===== config.mk =====
export PLATFORM = sky130hd
export DESIGN_NAME = spi_target_regs
export DESIGN_NICKNAME = d
export VERILOG_FILES = /design/src/rtl/spi_target_regs.sv
export SDC_FILE = /design/constraint.sdc
export NUM_CORES = 1
export LEC_CHECK = 0
export CAP_MARGIN = 25
export CORE_ASPECT_RATIO = 1.75
export CORE_MARGIN = 4
export CORE_UTILIZATION = 55
export CTS_BUF_LIST = sky130_fd_sc_hd__clkbuf_8
export DETAILED_ROUTE_END_ITERATION = 12
export HOLD_SLACK_MARGIN = 0.02
export PLACE_DENSITY = 0.85
export SLEW_MARGIN = 0
export SYNTH_ARGS = -nofsm -noshare
export SYNTH_HDL_FRONTEND = slang
export SYNTH_SLANG_ARGS = --single-unit

===== constraint.sdc =====
create_clock -name clk -period 4 [get_ports clk]
set_input_delay 1.2 -clock clk [delete_from_list [all_inputs] [get_ports clk]]
set_output_delay 1.2 -clock clk [all_outputs]
set_load 0.005 [all_outputs]

===== src/rtl/spi_target_regs.sv =====
// SPI mode-0 target with an 8 x 8-bit register file, a local read port and a write-notify strobe.
// All SPI pins are synchronised into clk; sclk must run at clk/8 or slower.
module spi_target_regs #(
    parameter int SYNC_STAGES = 2,
    parameter int STATUS_ADDR = 7
) (
    input  logic       clk,
    input  logic       rst,
    input  logic       spi_sclk,
    input  logic       spi_cs_n,
    input  logic       spi_mosi,
    output logic       spi_miso,
    output logic       spi_miso_oe,
    input  logic [7:0] status_in,
    input  logic [2:0] rd_addr,
    output logic [7:0] rd_data,
    output logic       wr_strobe,
    output logic [2:0] wr_addr,
    output logic [7:0] wr_data
);
    localparam logic [2:0] STATUS_A = 3'(STATUS_ADDR);

    typedef enum logic [1:0] {IDLE, CMD, DATA} state_t;

    logic [SYNC_STAGES-1:0] sclk_sync, cs_n_sync, mosi_sync;
    logic                   sclk_s, cs_n_s, mosi_s, sclk_prev;
    logic                   sclk_rise, sclk_fall;

    state_t     state;
    logic       armed;
    logic       is_read;
    logic [2:0] bit_cnt;
    logic [2:0] addr;
    logic [7:0] rx_shift;
    logic [7:0] tx_shift;
    logic [7:0] regs [8];

    logic [7:0] rx_next;
    logic [2:0] load_addr;
    logic [7:0] load_data;

    // cs_n resets to "selected" so a frame already under way at reset cannot arm the FSM;
    // only a genuine high level seen afterwards does.
    always_ff @(posedge clk or posedge rst) begin
        if (rst) begin
            sclk_sync <= '0;
            cs_n_sync <= '0;
            mosi_sync <= '0;
            sclk_prev <= 1'b0;
        end else begin
            sclk_sync <= {sclk_sync[SYNC_STAGES-2:0], spi_sclk};
            cs_n_sync <= {cs_n_sync[SYNC_STAGES-2:0], spi_cs_n};
            mosi_sync <= {mosi_sync[SYNC_STAGES-2:0], spi_mosi};
            sclk_prev <= sclk_s;
        end
    end

    assign sclk_s    = sclk_sync[SYNC_STAGES-1];
    assign cs_n_s    = cs_n_sync[SYNC_STAGES-1];
    assign mosi_s    = mosi_sync[SYNC_STAGES-1];
    assign sclk_rise = sclk_s & ~sclk_prev;
    assign sclk_fall = ~sclk_s & sclk_prev;

    // NOTE: every signal here is assigned on every path, so no latch can be inferred.
    always_comb begin
        rx_next   = {rx_shift[6:0], mosi_s};
        load_addr = (state == CMD) ? rx_next[2:0] : 3'(addr + 3'd1);
        load_data = (load_addr == STATUS_A) ? status_in : regs[load_addr];
        rd_data   = (rd_addr == STATUS_A) ? status_in : regs[rd_addr];
    end

    always_ff @(posedge clk or posedge rst) begin
        if (rst) begin
            // NOTE: the register file is reset explicitly because its contents are visible after reset.
            for (int i = 0; i < 8; i++) regs[i] <= 8'h00;
            state       <= IDLE;
            armed       <= 1'b0;
            is_read     <= 1'b0;
            bit_cnt     <= 3'd0;
            addr        <= 3'd0;
            rx_shift    <= 8'h00;
            tx_shift    <= 8'h00;
            spi_miso    <= 1'b0;
            spi_miso_oe <= 1'b0;
            wr_strobe   <= 1'b0;
            wr_addr     <= 3'd0;
            wr_data     <= 8'h00;
        end else begin
            // NOTE: non-blocking assignments everywhere, so every branch reads pre-edge state.
            wr_strobe <= 1'b0;
            if (cs_n_s) begin
                armed       <= 1'b1;
                state       <= IDLE;
                bit_cnt     <= 3'd0;
                spi_miso    <= 1'b0;
                spi_miso_oe <= 1'b0;
            end else begin
                case (state)
                    IDLE: begin
                        if (armed) begin
                            state       <= CMD;
                            spi_miso    <= 1'b0;
                            spi_miso_oe <= 1'b1;
                        end
                    end
                    default: begin
                        if (sclk_rise) begin
                            rx_shift <= rx_next;
                            bit_cnt  <= 3'(bit_cnt + 3'd1);
                            if (bit_cnt == 3'd7) begin
                                // Byte boundary: the next read byte is captured now, not when shifted.
                                tx_shift <= load_data;
                                if (state == CMD) begin
                                    state   <= DATA;
                                    is_read <= rx_next[7];
                                    addr    <= rx_next[2:0];
                                end else begin
                                    if (!is_read && addr != STATUS_A) begin
                                        regs[addr] <= rx_next;
                                        wr_strobe  <= 1'b1;
                                        wr_addr    <= addr;
                                        wr_data    <= rx_next;
                                    end
                                    addr <= 3'(addr + 3'd1);
                                end
                            end
                        end else if (sclk_fall && state == DATA && is_read) begin
                            spi_miso <= tx_shift[7];
                            tx_shift <= {tx_shift[6:0], 1'b0};
                        end
                    end
                endcase
            end
        end
    end

endmodule

After elaboration in Yosys (flattened, before gate mapping)
Cells that the tools add are included.
- latch bits: 0
- RAM bits: 0
- register bits after elaboration: 110
- ROM bits: 0
- input bits: 16
- output and inout bits: 22
- word-level logic and storage cells: 111
- memories kept: 0
- mux-type cells: 38
- add/subtract/negate cells: 2
- div/mod/pow operators: 0
- $lt $le $gt $ge: 4
- bitwise operators: 10
- shift-type cells: 0
- $mul: 0
- eq/ne operators: 10
- reduce and logical (&&, ||, !) cells: 23
- operator list (kind ; count):
    $mux 8 ; 10
    $bwmux 64 ; 1
    $bmux 8 s3 ; 2
    $demux 8 s3 ; 1
    $mux 1 ; 14
    $ge 4x4->1 const B ; 3
    $mux 2 ; 6
    $mux 3 ; 4
    $not 3->4 ; 3
    $reduce_and 4->1 ; 3
    $reduce_bool 3->1 ; 4
    $eq 3x3->1 const B ; 3
    $reduce_bool 2->1 ; 4
    $add 3x1->3 const B ; 2
    $ne 3x3->1 const B ; 2
    $reduce_and 3->1 ; 2
    $reduce_and 6->1 ; 1
    $not 1->1 ; 5
    $reduce_and 5->1 ; 1
    $logic_and 1x1->1 ; 4
    $lt 4x1->1 const B ; 1
    $reduce_and 2->1 ; 2
    $ne 3x2->1 const B ; 1
    $and 1x1->1 ; 2
    6 further kinds ; 6

Longest topological paths before layout
- depth after elaboration: 9
- gate-level depth with buffers: 10
- depth with buffers taken out: 8

Least setup slack after synthesis
Ideal clock, no wire load.
- path kind: input port to output port
- start: in rd_addr[0]
- end: out rd_data[0]
- data required time: 2800 ps
- data arrival time: 2706 ps
- cell stages on the path: 4
- path slack: 94 ps
- path through: clkbuf_1 buf_2 mux4_2 mux2_2
- cells in the longest elaborated chain, start to end: 5
- elaborated cells between the ends (all ways): 6
- those cells by class: 1 x eq/ne; 4 x mux; 1 x bitwise
- ends and longest elaborated chain (item ; RTL line ; RTL):
    start: declaration ; 15 ; input logic [2:0] rd_addr,
    $not 3->4 (implied by the code) ; 69 ; rd_data = (rd_addr == STATUS_A) ? status_in : regs[rd_addr];
    $bmux 8 s3 ; 69 ;
    $mux 8 (implied by the code) (2 in a row) ; 69 ;
    $mux 8 (*) ; 69 ;
    end: declaration ; 16 ; output logic [7:0] rd_data,
Mark *: on every way between the ends. The rest lies on a longest branch, timed or not. The select of a mux whose other input is x is not followed.

Worst setup path after layout
- start: in rd_addr[0]
- end: out rd_data[1]
The elaborated chain is that of the path after synthesis.

==> metrics.md <==
| Metric | Value |
|---|---|
| Final Setup Violations | 0 |
| Crit start category | primary input |
| Warnings from Yosys | 0 |
| Leakage power | 0.002821 uW |
| Post-synth EDFFs | 0 |
| PortBufs | 37 |
| Area occupied by multi-input gates | 0.002521 mm2 |
| GP Congestion | 0.8967 |
| Max cap viols | 0 |
| First-pass GRT wire length | 19.98 mm |
| RR Endpoint | regs[19] |
| Synth Register Bits | 102 |
| Asr flop ratio synth | 1.000 |
| Antenna cells | 0 |
| Post-DP HPWL | 8.537 mm |
| Most common cell after layout, fill and taps aside | dfrtp_1 |
| CP Launch Point | rd_addr[0] |
| Crit end category | primary output |
| Later-pin clock latency in the skew report | 370 ps |
| Reg2reg start | addr[0] |
| CTS clk-pin slew, worst paths | 90 ps |
| Crit Path Max Fanout | 8 |
| Worst hold path cell count | 0 |
| Max rail drop VDD | 255.8 uV |
| Register area share after synthesis | 0.4865 |
| End of the worst hold path | sclk_sync[1] |
| CTS root buf | clkbuf_8 |
| Cell count of the worst reg-to-reg path | 7 |
| Dpl cell area | 0.005731 mm2 |
| Core area | 0.009209 mm2 |
| Worst EP required | 2800 ps |
| Setup Total Neg Slack | 0 ps |
| Initial drt markers | 395 |
| Pre-antenna DRT Iters | 5 |
| Largest net degree at the start of global routing | 55 |
| Syn_nets | 435 |
| Global Route Usage Sum | 0.2402 |
| Min Hold Slack | 361.0 ps |
| Skew final | 6.953 ps |
| Hold-fix buffers, CTS | 0 |
| Crit Path Class | in2out |
| Htree depth | 3 |
| ANT nets after route | 0 |
| I/O pin count | 38 |
| Run status | completed |
| Die Height | 137.2 um |
| Worst path arrival time | 2760 ps |
| Hold Path Origin | sclk_sync[0] |
| Inserted Clock Buffers | 9 |
| Nets | 460 |
| Initial antenna violation count | 0 |
| Slew @ Worst Pin | 1091 ps |
| Max Clk Rate | 0.2524 GHz |
| Layout cells sized above 1 | 0.2905 |
| Synth cell types | 52 |
| Wire per inst | 21.88 um |
| Avg Cell Area, Syn | 12.64 um2 |
| Vias | 3527 |
| Grt ovf | 0 |
| Most frequent cells in the layout | dfrtp_1, mux2_2, nand2_1 |
| Pwr/cell area | 320.0 mW/mm2 |
| Number of cell rows | 46 |
| Vias in the first global route | 3785 |
| Finished Cell Area | 0.005954 mm2 |
| Final Hold Fails | 0 |
| Clock Sinks | 102 |
| RSZ-0062 raised after global routing | false |
| Synthesized area | 0.005246 mm2 |
| CTS Buffer Depth | 2 |
| Die W | 81.83 um |
| Total Wirelength | 12.34 mm |
| R2R Setup Slk | 780 ps |
| Full die area | 0.01123 mm2 |
| Post-route minimum period | 3962 ps |
| FF+latch area | 0.002552 mm2 |
| Area grow syn2layout | 13.50% |
| Filler instances | 702 |
| Max-slew violations | 0 |
| Vias per cell | 6.254 |
| Initial Util | 0.5697 |
| # DRC | 0 |
| CTS tree | done |
| Type of the tightest min-delay check | reg2reg |
| Mapped Cells | 415 |
| Final cycle utilization of the critical path | 0.9905 |
| Worst relative slew slack | 0.2667 |
| Top FF cell, synth | dfrtp_1 |
==> worst max path at each step <==
stage	slack [ps]	to
global placement	-370	rd_data[1]
CTS	8	rd_data[1]
global route	8	rd_data[5]
floorplan	90	rd_data[0]
detailed placement	-370	rd_data[1]
finish	40	rd_data[1]
==> logic make-up (layout without fill, tap and decap cells) <==
kind of cell | count (synthesis) | after routing | synth area share
AO/OA/AOI/OAI | 48 | 48 | 0.06797
XOR/XNOR | 1 | 1 | 0.001670
adder cells (fa/ha/maj) | 4 | 4 | 0.009540
buffers and inverters | 38 | 67 | 0.03291
flip-flops | 102 | 102 | 0.4865
multiplexers | 123 | 123 | 0.3012
AND/OR/NAND/NOR | 99 | 99 | 0.1002
==> registers in the layout, summed over array words and instances (netlist names) <==
| register | flops |
|---|---|
| rx_shift | 7 |
| bit_cnt | 3 |
| wr_strobe | 1 |
| state | 2 |
| cs_n_sync | 2 |
| addr | 3 |
| is_read | 1 |
| spi_miso_oe | 1 |
| regs | 56 |
| wr_data | 8 |
| tx_shift | 8 |
| wr_addr | 3 |
| armed | 1 |
| mosi_sync | 2 |
| sclk_prev | 1 |
| spi_miso | 1 |
| sclk_sync | 2 |
==> power breakdown <==
group	switching, uW	internal [uW]
sequential	62.5	1050
combinational	101	95.6
clock	344	254
==> timing repair <==
action                                 in CTS  in global routing
cloned                                      2                  0
endpoints found under the hold margin       0                  0
buffers inserted                            0                  0
gates resized for setup                    17                  1
setup endpoints to repair                   8                  2
==> synthesized netlist by cell type, types with 2 or more instances <==
cell / instances / area share
a31oi_1: 7 / 0.0083
buf_2: 5 / 0.0048
a21oi_1: 5 / 0.0048
nand3_1: 4 / 0.0038
nand2b_1: 4 / 0.0048
buf_1: 4 / 0.0029
o211a_1: 2 / 0.0038
or3_1: 3 / 0.0036
o2bb2ai_1: 5 / 0.0083
a21boi_0: 5 / 0.0072
dfrtp_1: 102 / 0.49
clkbuf_1: 21 / 0.015
buf_6: 2 / 0.0043
o21ai_0: 6 / 0.0057
nor4b_4: 2 / 0.0091
a222oi_1: 5 / 0.0095
o211ai_1: 2 / 0.0029
nor2_1: 15 / 0.011
mux2_4: 8 / 0.023
nor2b_1: 2 / 0.0024
mux2_2: 64 / 0.14
nand3b_1: 2 / 0.0029
mux4_2: 18 / 0.077
o31ai_1: 2 / 0.0029
nand4b_1: 2 / 0.0033
nand2_1: 54 / 0.039
inv_1: 4 / 0.0029
nor3_1: 2 / 0.0019
mux2i_1: 32 / 0.061
ha_1: 4 / 0.0095
==> critical path: stages <==
cell and delay, ps:
clkbuf_4 160, buf_12 150, mux4_2 490, mux2_2 300
clkdlybuf4s50_1 460
==> through the flow <==
| step | power, uW | util | worst slack [ps] | std cells |
|---|---|---|---|---|
| floorplan | 1243 | - | 93.71 | 415 |
| global placement | 1312 | 0.6223 | -365.8 | 547 |
| detailed placement | 1317 | 0.6223 | -373.1 | 547 |
| CTS | 1913 | 0.6463 | 8.120 | 564 |
| global route | 1982 | 0.6466 | 7.955 | 564 |
| finish | 1906 | 0.6466 | 38.20 | 564 |
==> final cells by class <==
type                       count  share of cell area
inverter                       5            0.004413
clock buffer                  11             0.02543
multi-input combinational    275              0.4234
sequential                   102              0.4287
timing repair buffer          47             0.08888
tap                          120             0.02522
clock inverter                 4            0.003992
==> layer usage <==
layer	track usage	share of wire	vias to the layer above
met5	0	0	-
met4	0.1201	0.037	0
met3	0.04450	0.044	37
met2	0.4028	0.53	141
met1	0.2917	0.39	1792
li1	-	-	1557
No activity file was read; power rests on OpenSTA's default activity.
